==> config.mk <==
export PLATFORM = sky130hd
export DESIGN_NAME = arbiter_port_ctrl_flat
export DESIGN_NICKNAME = d
export VERILOG_FILES = /design/src/rtl/arbiter_port_ctrl_if.sv /design/src/rtl/arbiter_port_ctrl.sv /design/src/flat_wrapper.sv
export SDC_FILE = /design/constraint.sdc
export NUM_CORES = 1
export LEC_CHECK = 0
export BUFFER_PORTS_ARGS = -buffer_cell sky130_fd_sc_hd__buf_4
export CAP_MARGIN = 30
export CORE_UTILIZATION = 45
export CTS_CLUSTER_DIAMETER = 80
export CTS_CLUSTER_SIZE = 25
export DETAILED_ROUTE_END_ITERATION = 7
export PLACE_DENSITY = 0.82
export SYNTH_ARGS = -nofsm -noshare
export SYNTH_HDL_FRONTEND = slang
export SYNTH_SLANG_ARGS = --single-unit
==> constraint.sdc <==
create_clock -name clk -period 2.2 [get_ports clk]
set_input_delay 0.11 -clock clk [delete_from_list [all_inputs] [get_ports clk]]
set_output_delay 0.11 -clock clk [all_outputs]
set_load 0.005 [all_outputs]
==> src/rtl/arbiter_port_ctrl_if.sv <==
// Handshake bundle between the NoC port requester, its five input buffers, the 5-way arbiter and the output link.
// The master modport is the requester side. The slave modport is the surrounding environment.
interface arbiter_port_ctrl_if #(
   parameter int PKT_W   = 32,
   parameter int N_PORTS = 5,
   parameter int CNT_W   = 16
);
   logic [N_PORTS-1:0]       in_valid;
   logic [N_PORTS-1:0]       in_ready;
   logic [N_PORTS*PKT_W-1:0] in_data;
   logic                     arb_req_valid;
   logic                     arb_req_ready;
   logic [N_PORTS-1:0]       arb_req_data;
   logic                     arb_win_valid;
   logic                     arb_win_ready;
   logic [2:0]               arb_win_data;
   logic                     out_valid;
   logic                     out_ready;
   logic [PKT_W-1:0]         out_data;
   logic                     err;
   logic [CNT_W-1:0]         pkt_cnt;

   modport master (
      input  in_valid, in_data, arb_req_ready, arb_win_valid, arb_win_data, out_ready,
      output in_ready, arb_req_valid, arb_req_data, arb_win_ready, out_valid, out_data,
             err, pkt_cnt
   );

   modport slave (
      output in_valid, in_data, arb_req_ready, arb_win_valid, arb_win_data, out_ready,
      input  in_ready, arb_req_valid, arb_req_data, arb_win_ready, out_valid, out_data,
             err, pkt_cnt
   );
endinterface

==> src/rtl/arbiter_port_ctrl.sv <==
// Requester for a 5-way output arbiter: snapshot the valids, request, take the winner, forward one packet per round.
// Each round takes at least 4 cycles. out_ready low holds SEND, and no new request is issued until it rises.
module arbiter_port_ctrl #(
   parameter int PKT_W   = 32,
   parameter int N_PORTS = 5,
   parameter int CNT_W   = 16
) (
   input  logic                 clk,
   input  logic                 rst_n,
   arbiter_port_ctrl_if.master  bus
);

   typedef enum logic [1:0] {
      IDLE = 2'd0,
      REQ  = 2'd1,
      WIN  = 2'd2,
      SEND = 2'd3
   } state_t;

   state_t             state_q,    state_d;
   logic [N_PORTS-1:0] snap_q,     snap_d;
   logic [PKT_W-1:0]   out_data_q, out_data_d;
   logic [N_PORTS-1:0] in_ready_q, in_ready_d;
   logic               err_q,      err_d;
   logic [CNT_W-1:0]   pkt_cnt_q,  pkt_cnt_d;

   logic               win_hit;
   logic [N_PORTS-1:0] win_onehot;
   logic [PKT_W-1:0]   win_pkt;

   // Loop-compare decode keeps indices 5..7 away from the snapshot/data vectors; they leave win_hit low.
   always_comb begin
      win_hit    = 1'b0;
      win_onehot = '0;
      win_pkt    = '0;
      for (int i = 0; i < N_PORTS; i++) begin
         if (bus.arb_win_data == 3'(i)) begin
            win_hit       = snap_q[i];
            win_onehot[i] = 1'b1;
            win_pkt       = bus.in_data[i*PKT_W +: PKT_W];
         end
      end
   end

   always_comb begin
      state_d    = state_q;
      snap_d     = snap_q;
      out_data_d = out_data_q;
      in_ready_d = '0;
      err_d      = err_q;
      pkt_cnt_d  = pkt_cnt_q;
      case (state_q)
         IDLE: begin
            if (|bus.in_valid) begin
               snap_d  = bus.in_valid;
               state_d = REQ;
            end
         end
         REQ: begin
            if (bus.arb_req_ready) state_d = WIN;
         end
         WIN: begin
            if (bus.arb_win_valid) begin
               if (win_hit) begin
                  out_data_d = win_pkt;
                  in_ready_d = win_onehot;
                  state_d    = SEND;
               end else begin
                  err_d   = 1'b1;
                  state_d = IDLE;
               end
            end
         end
         SEND: begin
            if (bus.out_ready) begin
               pkt_cnt_d = pkt_cnt_q + 1'b1;
               state_d   = IDLE;
            end
         end
         default: state_d = IDLE;
      endcase
   end

   always_ff @(posedge clk or negedge rst_n) begin
      if (!rst_n) begin
         state_q    <= IDLE;
         snap_q     <= '0;
         out_data_q <= '0;
         in_ready_q <= '0;
         err_q      <= 1'b0;
         pkt_cnt_q  <= '0;
      end else begin
         state_q    <= state_d;
         snap_q     <= snap_d;
         out_data_q <= out_data_d;
         in_ready_q <= in_ready_d;
         err_q      <= err_d;
         pkt_cnt_q  <= pkt_cnt_d;
      end
   end

   assign bus.in_ready      = in_ready_q;
   assign bus.arb_req_valid = (state_q == REQ);
   assign bus.arb_req_data  = (state_q == REQ) ? snap_q : '0;
   assign bus.arb_win_ready = (state_q == WIN);
   assign bus.out_valid     = (state_q == SEND);
   assign bus.out_data      = out_data_q;
   assign bus.err           = err_q;
   assign bus.pkt_cnt       = pkt_cnt_q;

   a_ack_onehot : assert property (@(posedge clk) disable iff (!rst_n) $onehot0(in_ready_q));
   a_send_hold  : assert property (@(posedge clk) disable iff (!rst_n)
                     (state_q == SEND && !bus.out_ready) |=> $stable(out_data_q));

endmodule

==> src/flat_wrapper.sv <==
// flat-port wrapper written by rule: the top's interface ports become plain ports
module arbiter_port_ctrl_flat 
#(
   parameter int PKT_W   = 32,
   parameter int N_PORTS = 5,
   parameter int CNT_W   = 16
)
  (clk, rst_n, bus_in_valid, bus_in_data, bus_arb_req_ready, bus_arb_win_valid, bus_arb_win_data, bus_out_ready, bus_in_ready, bus_arb_req_valid, bus_arb_req_data, bus_arb_win_ready, bus_out_valid, bus_out_data, bus_err, bus_pkt_cnt);
  arbiter_port_ctrl_if #(.PKT_W(PKT_W), .N_PORTS(N_PORTS), .CNT_W(CNT_W)) bus_i ();
  input  logic clk;
  input  logic rst_n;
  input wire logic [$bits(bus_i.in_valid)-1:0] bus_in_valid;
  input wire logic [$bits(bus_i.in_data)-1:0] bus_in_data;
  input wire logic [$bits(bus_i.arb_req_ready)-1:0] bus_arb_req_ready;
  input wire logic [$bits(bus_i.arb_win_valid)-1:0] bus_arb_win_valid;
  input wire logic [$bits(bus_i.arb_win_data)-1:0] bus_arb_win_data;
  input wire logic [$bits(bus_i.out_ready)-1:0] bus_out_ready;
  output wire logic [$bits(bus_i.in_ready)-1:0] bus_in_ready;
  output wire logic [$bits(bus_i.arb_req_valid)-1:0] bus_arb_req_valid;
  output wire logic [$bits(bus_i.arb_req_data)-1:0] bus_arb_req_data;
  output wire logic [$bits(bus_i.arb_win_ready)-1:0] bus_arb_win_ready;
  output wire logic [$bits(bus_i.out_valid)-1:0] bus_out_valid;
  output wire logic [$bits(bus_i.out_data)-1:0] bus_out_data;
  output wire logic [$bits(bus_i.err)-1:0] bus_err;
  output wire logic [$bits(bus_i.pkt_cnt)-1:0] bus_pkt_cnt;
  assign bus_i.in_valid = bus_in_valid;
  assign bus_i.in_data = bus_in_data;
  assign bus_i.arb_req_ready = bus_arb_req_ready;
  assign bus_i.arb_win_valid = bus_arb_win_valid;
  assign bus_i.arb_win_data = bus_arb_win_data;
  assign bus_i.out_ready = bus_out_ready;
  assign bus_in_ready = bus_i.in_ready;
  assign bus_arb_req_valid = bus_i.arb_req_valid;
  assign bus_arb_req_data = bus_i.arb_req_data;
  assign bus_arb_win_ready = bus_i.arb_win_ready;
  assign bus_out_valid = bus_i.out_valid;
  assign bus_out_data = bus_i.out_data;
  assign bus_err = bus_i.err;
  assign bus_pkt_cnt = bus_i.pkt_cnt;
  arbiter_port_ctrl #(.PKT_W(PKT_W), .N_PORTS(N_PORTS), .CNT_W(CNT_W)) u_core (.clk(clk), .rst_n(rst_n), .bus(bus_i));
endmodule
==> results of run 1 <==
-- layer usage --
metal	vias to the layer above	wire [um]	global-route usage, %
met3	20	771	4.75
li1	1820	-	-
met4	0	257	8.94
met2	162	6050	43.4
met1	1815	5020	31.5
met5	-	0	0
-- state kept, by name, summed over array words and instances, names as in the netlist --
| name | cells |
|---|---|
| u_core.bus.pkt_cnt | 16 |
| u_core.state_q | 2 |
| u_core.bus.out_data | 32 |
| u_core.snap_q | 5 |
| u_core.bus.err | 1 |
| u_core.bus.in_ready | 5 |
-- tightest hold or removal path, cell delays in order --
cell and delay (ns):
buf_4 0.09, nand2_1 0.04, nand2_1 0.07
-- cell families (layout without fill, tap and decap cells) --
kind of cell / after synthesis / after routing / synth area share (%)
compound gates: 74 / 74 / 12.8
xor+xnor: 15 / 15 / 3.21
fa+ha+maj: 1 / 1 / 0.306
buf+inv: 32 / 263 / 4.99
flops: 61 / 61 / 37.3
mux: 98 / 98 / 27.3
simple gates: 88 / 88 / 14.1
-- what timing repair did --
| item | CTS | global route |
|---|---|---|
| hold buffers | 5 | 0 |
| buffers inserted | 0 | 0 |
| gates resized for setup | 0 | 0 |
| hold endpoints to repair | 65 | 0 |
-- power groups by stage --
stage          logic, mW  clock network (mW)  registers (mW)
3_5_place_dp        1.78                   0            1.70
5_1_grt             1.93                1.28            1.73
6_report            1.79                1.22            1.69
3_3_place_gp        1.74                   0            1.68
2_1_floorplan      0.862                   0            1.68
4_1_cts             1.81                1.23            1.69
-- placed cells by master (no fill, tap or decap), types with 3 or more instances in the layout --
cell	synthesis	layout
buf_4	1	239
mux2i_1	65	65
dfrtp_1	61	61
nand3b_1	32	32
o21a_1	33	32
o22ai_1	32	32
mux2_4	25	25
nand2_1	18	18
xnor2_1	10	10
clkbuf_8	0	9
and2_1	8	8
mux2_2	8	8
and3_1	6	6
xor2_1	5	5
dlygate4sd3_1	0	5
nand4_1	4	4
nor2_1	3	3
nand3_1	3	3
bufinv_16	0	3
-- layout make-up --
type	count	share of cell area, %
clock buffers	10	2.08
clock inverters	6	1.81
inverters	1	0.0611
multi-input cells	276	38.4
flip-flops and latches	61	24.8
well taps	108	2.20
repair buffers	246	30.7
-- metrics by stage --
step	std cells	cell area, um^2	worst slack [ns]
6_report	708	6150	0.387
5_1_grt	708	6150	0.296
4_1_cts	708	6150	0.401
3_5_place_dp	687	5860	0.449
3_3_place_gp	687	5860	0.519
2_1_floorplan	369	4090	0.575
-- worst min-delay path by stage --
stage	to	slack, ns	cells after the start
global route	u_core.snap_q[3]	0.008	2
floorplan	u_core.bus.err	-0.19	0
global placement	u_core.snap_q[4]	0.23	1
CTS	u_core.snap_q[1]	0.002	3
detailed placement	u_core.snap_q[1]	0.24	1
finish	u_core.snap_q[1]	0.01	3
==> results.yml, run 1 <==
cells_and_area:
  syn_to_final_growth_pct: 50.4
  register_area_mm2: 0.00153
  drive_gt1_share_pct: 48.8
  multi_input_area_mm2: 0.00236
  diodes: 0
  num-fill-cells: 648
  fin_util_pct: 70.1
  nets: 769
grt:
  grt_max_degree: 68
  grt.overflow.total: 0
  grt_util_all_layers_pct: 25.2
  grt_pass1_wl_um: 19100
  first_global_vias: 3803
  antenna_found_initial: 0
clock_tree:
  htree_levels: 3
  cts_buffers: 9
  clkSlewWorstSetupHoldPaths_ns: 0.07
  cts-root-buf: "clkbuf_8"
  tritoncts: "done"
  numClockSinks: 61
  cts.path.max_buffers: 2
  clk_latency_ns: 0.34
setup_path:
  crit_buf_inv: 3
  worstReg2RegEnd: "u_core.bus.out_data[1]"
  slowest_delay_ns: 0.53
  path_cells: "dlygate4sd3_1, buf_4, mux2i_1, a211oi_2, o21a_2, buf_12, mux2_2"
  end_kind: "register"
  path_class: "primary input to register"
  startpoint_type: "primary input"
  critical_path_required_ns: 2.43
  reg2reg_from: "u_core.state_q[1]"
  path_depth: 7
  cp_slowest_cell: "dlygate4sd3_1"
  endpoint: "u_core.bus.out_data[1]"
  critPathArrivalTime_ns: 2.04
  path_max_fanout: 37
  cp_top_family: "buffers and inverters"
  cp-startpoint: "bus_arb_win_data[0]"
  r2r_slack_ns: 0.40
  r2r.worst_path.cells: 5
synthesis:
  ys_top_cells_by_count: "mux2i_1 (65), dfrtp_1 (61), o21a_1 (33)"
  avgSynthCellArea_um2: 11.1
  synth_area_leaders: "dfrtp_1 (37%), mux2i_1 (16%), mux2_4 (9.2%), o21a_1 (6.1%), nand3b_1 (5.9%)"
  seq_area_frac_synth_pct: 37.3
  synth_top_area_share_pct: 37.3
  async_flop_share_pct: 100
  ys.warnings.count: 0
  yosysMostFrequentCell: "mux2i_1"
  synthesis.area_mm2: 0.00409
  synth_edf_count: 0
  synthCells: 369
  synth_largest_area_cell: "dfrtp_1"
  synth_nets: 543
  synth-main-ff-cell: "dfrtp_1"
  yosys_register_bits: 61
  synth_cell_type_count: 40
route:
  wl_per_cell_um: 17.1
  drtAntennaViolNets: 0
  remaining_drc_errors: 0
  viasPerCell: 5.39
  drt-initial-drc-count: 136
  drt-total-wl_um: 12100
  vias: 3817
  first_pass_iters: 4
floorplanning:
  dieArea_mm2: 0.00947
  die_w_um: 97.3
  rows: 34
  coreArea_mm2: 0.00876
  ios: 235
  fp.dieH_um: 97.3
  start_util_pct: 46.6
pwr:
  switching_share_pct: 29.8
  irDropWorstVdd_mv: 0.556
  leakage_nw: 3.12
  power_frac_seq_pct: 36.0
  p_comb_share_pct: 38.1
  power.share.clock_pct: 26.0
  finalPower_mw: 4.71
  p_sw_mw: 1.40
  p_per_area_mw_per_mm2: 766
  intPower_mw: 3.30
sta:
  period_share_pct: 82.4
  max_slew.worst_pin.slew_ns: 0.767
  setup_viol: 0
  maxSlewViolCount: 0
  fin_skew_ns: 0.0119
  fmax_mhz: 552
  timing.hold.ws_ns: 0.0119
  setup-tns-final_ns: 0
  hold_viol: 0
  rsz0062_at_grt: "no"
  min_period_ns: 1.81
  slew_headroom_pct: 48.9
placed_design:
  gp_congestion: 0.888
  hpwl_um: 8660
  io_buffers: 234
run:
  max-cap-violations: 0
status:
  status: "finished, final reports clean"
hold_path:
  hp-start: "bus_in_valid[1]"
  min_path_type: "primary input to register"
Power figures use the tool's default switching activity.
==> inputs of run 2 (changes only) <==
==> constraint.sdc (replaced) <==
create_clock -name clk -period 1.9 [get_ports clk]
set_input_delay 0.095 -clock clk [delete_from_list [all_inputs] [get_ports clk]]
set_output_delay 0.095 -clock clk [all_outputs]
set_load 0.005 [all_outputs]
==> run 2 against run 1 <==
  * Sequential power increased by 16%
  * Critical path depth did not move
  * Cell area up 1.2%
  * Critical endpoint is now u_core.bus.out_data[0]
  * Largest power group unchanged
==> results.yml, run 2 (synthesis gave the netlist of run 1 again) <==
grt:
  grt_util_all_layers_pct: 25.9
  grt_max_degree: 68
  grt.overflow.total: 0
  grt_pass1_wl_um: 19700
  antenna_found_initial: 0
  first_global_vias: 3960
setup_path:
  reg2reg_from: "u_core.state_q[1]"
  path_max_fanout: 34
  critical_path_required_ns: 2.12
  critPathArrivalTime_ns: 2.03
  startpoint_type: "primary input"
  end_kind: "register"
  worstReg2RegEnd: "u_core.bus.out_data[0]"
  r2r.worst_path.cells: 5
  path_class: "primary input to register"
  r2r_slack_ns: 0.09
floorplanning:
  die_w_um: 97.3
  rows: 34
  dieArea_mm2: 0.00947
  start_util_pct: 46.6
  ios: 235
  fp.dieH_um: 97.3
  coreArea_mm2: 0.00876
clock_tree:
  cts.path.max_buffers: 2
  cts-root-buf: "clkbuf_8"
  cts_buffers: 9
  tritoncts: "done"
  post_cts_buffers: 0
  clk_latency_ns: 0.33
  clkSlewWorstSetupHoldPaths_ns: 0.07
  htree_levels: 3
  numClockSinks: 61
hold_path:
  holdPathStages: 3
  min_path_type: "primary input to register"
  hp-start: "bus_out_ready"
  hold_path_end: "u_core.state_q[0]"
sta:
  period_share_pct: 95.4
  max_slew.worst_pin.slew_ns: 0.770
  setup-tns-final_ns: 0
  slew_headroom_pct: 48.6
  setup_slack_ns: 0.0876
  min_period_ns: 1.81
  fin_skew_ns: 0.00734
  fmax_mhz: 552
  hold_viol: 0
  setup_viol: 0
  rsz0062_at_grt: "no"
  maxSlewViolCount: 0
cells_and_area:
  mostFrequentLayoutCell: "buf_4"
  layout_common_cells: "buf_4 (240), mux2i_1 (65), dfrtp_1 (61)"
  layout.cells.non_filler: 712
  fin_area_mm2: 0.00622
  multi_input_area_mm2: 0.00236
  nets: 773
  diodes: 0
  drive_gt1_share_pct: 49.0
  syn_to_final_growth_pct: 52.1
  register_area_mm2: 0.00153
  num-fill-cells: 659
  largest_reg_flops: 32
pwr:
  p_per_area_mw_per_mm2: 901
  p_comb_share_pct: 37.0
  p_sw_mw: 1.61
  power_frac_seq_pct: 35.0
  power.share.clock_pct: 28.1
  leakage_nw: 3.16
  intPower_mw: 4.00
  switching_share_pct: 28.7
  irDropWorstVdd_mv: 0.639
placed_design:
  dp_slack_ns: 0.132
  dpl_cell_area_mm2: 0.00587
  io_buffers: 234
  hpwl_um: 8950
  gp_congestion: 0.911
  placed_cells: 689
route:
  remaining_drc_errors: 0
  drt-initial-drc-count: 67
  drtAntennaViolNets: 0
  drt-total-wl_um: 12300
  first_pass_iters: 4
  wl_per_cell_um: 17.3
  vias: 3786
  viasPerCell: 5.32
status:
  status: "finished, final reports clean"
run:
  max-cap-violations: 0
run 2: cell count changes in the layout (fill, tap and decap cells not counted):
| cell | change |
|---|---|
| clkbuf_1 | -1 |
| buf_6 | +1 |
| clkinvlp_4 | -1 |
| dlygate4sd3_1 | +2 |
| buf_4 | +1 |
| bufinv_16 | +1 |
| clkbuf_8 | +1 |
run 2: area by class of cell:
class / count / share of cell area (%)
clock inverters: 6 / 2.15
multi-input cells: 276 / 37.9
clock buffers: 10 / 2.21
flip-flops and latches: 61 / 24.5
inverters: 1 / 0.0604
well taps: 108 / 2.17
repair buffers: 250 / 30.9
run 2: repair_timing:
| action | in CTS | in global routing |
|---|---|---|
| endpoints found under the hold margin | 66 | 1 |
| gates resized for setup | 0 | 1 |
| hold buffers | 6 | 1 |
| setup endpoints to repair | 0 | 1 |
run 2: worst max-delay path by stage:
stage	depth (start not counted)	slack, ns	from	endpoint
final	7	0.09	bus_arb_win_data[0]	u_core.bus.out_data[0]
after global routing	5	0.02	u_core.state_q[1]	u_core.bus.out_data[1]
after CTS	6	0.10	bus_arb_win_data[0]	u_core.bus.out_data[28]
after detailed placement	5	0.13	u_core.state_q[1]	u_core.bus.out_data[1]
after global placement	5	0.22	u_core.state_q[1]	u_core.bus.out_data[1]
after floorplan	6	0.28	u_core.state_q[1]	u_core.bus.out_data[10]
run 2: power by group through the flow:
stage               combinational (mW)  clock, mW  sequential, mW
global route                      2.24       1.66            2.01
finish                            2.07       1.57            1.96
CTS                               2.09       1.59            1.96
global placement                  2.02          0            1.94
floorplan                        0.998          0            1.94
detailed placement                2.07          0            1.97
run 2: critical path, cell delays in order:
cell,delay (ns)
dlygate4sd3_1,0.54
buf_4,0.17
mux2i_1,0.13
a211oi_2,0.27
o21a_2,0.18
buf_12,0.25
mux2_2,0.36
run 2: metal layers:
layer	wire, um	vias up	global-route usage [%]
met4	253	0	8.26
li1	-	1834	-
met2	6220	147	45.5
met3	730	20	5.83
met1	5110	1785	31.6
met5	0	-	0
run 2: per-stage QoR:
step                      util (%)  hold slack [ns]  total power, mW
after floorplan                  -           -0.201             2.94
after global placement        67.0            0.209             3.97
after detailed placement      67.0            0.221             4.04
after CTS                     70.8         0.000451             5.64
after global routing          71.0            0.118             5.90
final                         71.0            0.102             5.60
==> inputs of run 3 (changes only) <==
--- a/config.mk
+++ b/config.mk
@@ -7,11 +7,12 @@
 export LEC_CHECK = 0
 export BUFFER_PORTS_ARGS = -buffer_cell sky130_fd_sc_hd__buf_4
 export CAP_MARGIN = 30
-export CORE_UTILIZATION = 45
+export CORE_UTILIZATION = 48
 export CTS_CLUSTER_DIAMETER = 80
 export CTS_CLUSTER_SIZE = 25
 export DETAILED_ROUTE_END_ITERATION = 7
-export PLACE_DENSITY = 0.82
+export GPL_TIMING_DRIVEN = 0
+export PLACE_DENSITY = 0.86
 export SYNTH_ARGS = -nofsm -noshare
 export SYNTH_HDL_FRONTEND = slang
 export SYNTH_SLANG_ARGS = --single-unit
==> constraint.sdc (replaced) <==
create_clock -name clk -period 2.1 [get_ports clk]
set_input_delay 0.105 -clock clk [delete_from_list [all_inputs] [get_ports clk]]
set_output_delay 0.105 -clock clk [all_outputs]
set_load 0.005 [all_outputs]
==> run 3 against run 2 <==
  * Largest power group unchanged
  * Sequential cell count did not move
  * Power fell by 14%
  * Combinational power fell by 9%
  * Cell count rose by 2.1%
  * Clock-buffer cell count did not move
  * Clock power fell by 27%
==> results.yml, run 3 (synthesis gave the netlist of run 1 again) <==
placed_design:
  placed_cells: 706
  dp_slack_ns: 0.248
  gp_congestion: 0.816
  dpl_cell_area_mm2: 0.00596
  hpwl_um: 9930
  io_buffers: 232
sta:
  setup_slack_ns: 0.187
  setup-tns-final_ns: 0
  fmax_mhz: 523
  fin_skew_ns: 0.0117
  setup_viol: 0
  hold_viol: 0
  min_period_ns: 1.91
  period_share_pct: 91.1
  maxSlewViolCount: 0
  slew_headroom_pct: 48.7
  rsz0062_at_grt: "no"
  max_slew.worst_pin.slew_ns: 0.769
route:
  drtAntennaViolNets: 0
  drt-initial-drc-count: 101
  vias: 4004
  viasPerCell: 5.51
  remaining_drc_errors: 0
  drt-total-wl_um: 13100
  wl_per_cell_um: 18.0
  first_pass_iters: 4
grt:
  antenna_found_initial: 0
  grt_util_all_layers_pct: 29.9
  first_global_vias: 4082
  grt_max_degree: 62
  grt.overflow.total: 0
  grt_pass1_wl_um: 19900
cells_and_area:
  largest_reg_flops: 32
  drive_gt1_share_pct: 48.4
  nets: 791
  register_area_mm2: 0.00153
  num-fill-cells: 557
  layout_common_cells: "buf_4 (233), mux2i_1 (65), dfrtp_1 (61), o21a_1 (33)"
  layout.cells.non_filler: 727
  multi_input_area_mm2: 0.00236
  diodes: 0
  syn_to_final_growth_pct: 52.3
  fin_area_mm2: 0.00622
  mostFrequentLayoutCell: "buf_4"
floorplanning:
  fp.dieH_um: 94.3
  rows: 33
  dieArea_mm2: 0.00889
  coreArea_mm2: 0.00822
  start_util_pct: 49.7
  ios: 235
  die_w_um: 94.3
setup_path:
  end_kind: "register"
  path_class: "register to register"
  r2r_slack_ns: 0.19
  worstReg2RegEnd: "u_core.bus.out_data[19]"
  r2r.worst_path.cells: 6
  critical_path_required_ns: 2.31
  startpoint_type: "register"
  critPathArrivalTime_ns: 2.12
  cp-startpoint: "u_core.state_q[1]"
  path_max_fanout: 10
  reg2reg_from: "u_core.state_q[1]"
clock_tree:
  cts_resized: 0
  ctsHoldBuffers: 5
  clk_latency_ns: 0.33
  cts_buffers: 9
  numClockSinks: 61
  cts-root-buf: "clkbuf_8"
  post_cts_buffers: 0
  clkSlewWorstSetupHoldPaths_ns: 0.07
  cts.path.max_buffers: 2
  htree_levels: 3
  tritoncts: "done"
pwr:
  irDropWorstVdd_mv: 0.583
  finalPower_mw: 4.84
  leakage_nw: 3.16
  p_per_area_mw_per_mm2: 777
run:
  max-cap-violations: 0
hold_path:
  hp-start: "bus_in_valid[3]"
  min_path_type: "primary input to register"
  holdPathStages: 2
  hold_path_end: "u_core.snap_q[3]"
status:
  status: "finished, final reports clean"
==> run 3: worst max-delay path by stage <==
stage / slack [ns] / cells past startpoint / endpoint
floorplan: 0.48 / 6 / u_core.bus.out_data[10]
global placement: 0.27 / 6 / u_core.bus.out_data[26]
detailed placement: 0.25 / 6 / u_core.bus.out_data[30]
CTS: 0.21 / 6 / u_core.bus.out_data[30]
global route: 0.11 / 6 / u_core.bus.out_data[18]
finish: 0.19 / 6 / u_core.bus.out_data[19]
==> run 3: cell type report <==
| cell class | instances | share of cell area (%) |
|---|---|---|
| Tap cell | 105 | 2.11 |
| Clock inverter | 6 | 1.39 |
| Buffer | 31 | 3.22 |
| Timing Repair Buffer | 237 | 28.8 |
| Sequential cell | 61 | 24.5 |
| Inverter | 1 | 0.0603 |
| Clock buffer | 10 | 2.05 |
| Multi-Input combinational cell | 276 | 37.9 |
==> run 3: critical path, stage by stage (launching register included) <==
cell and delay, ns:
dfrtp_1 0.51, nor2b_1 0.22, and2_1 0.24, o21a_1 0.16, buf_6 0.18, buf_12 0.16
mux2_4 0.31
==> run 3: layer usage <==
metal / vias to the layer above / wire (um) / global-route usage, %
li1: 1866 / - / -
met1: 1923 / 5040 / 33.7
met2: 183 / 6500 / 51.4
met3: 32 / 1180 / 8.98
met4: 0 / 387 / 13.7
met5: - / 0 / 0
==> run 3: power by group <==
group	total, mW	internal [mW]	switching, mW
logic	1.89	1.18	0.707
registers	1.79	1.51	0.286
clock network	1.15	0.669	0.485
==> run 3: metrics by stage <==
step	hold WS [ns]	util, %
global route	0.0157	75.8
global placement	0.219	72.5
finish	0.0360	75.8
CTS	0.0192	75.8
floorplan	-0.191	-
detailed placement	0.229	72.5
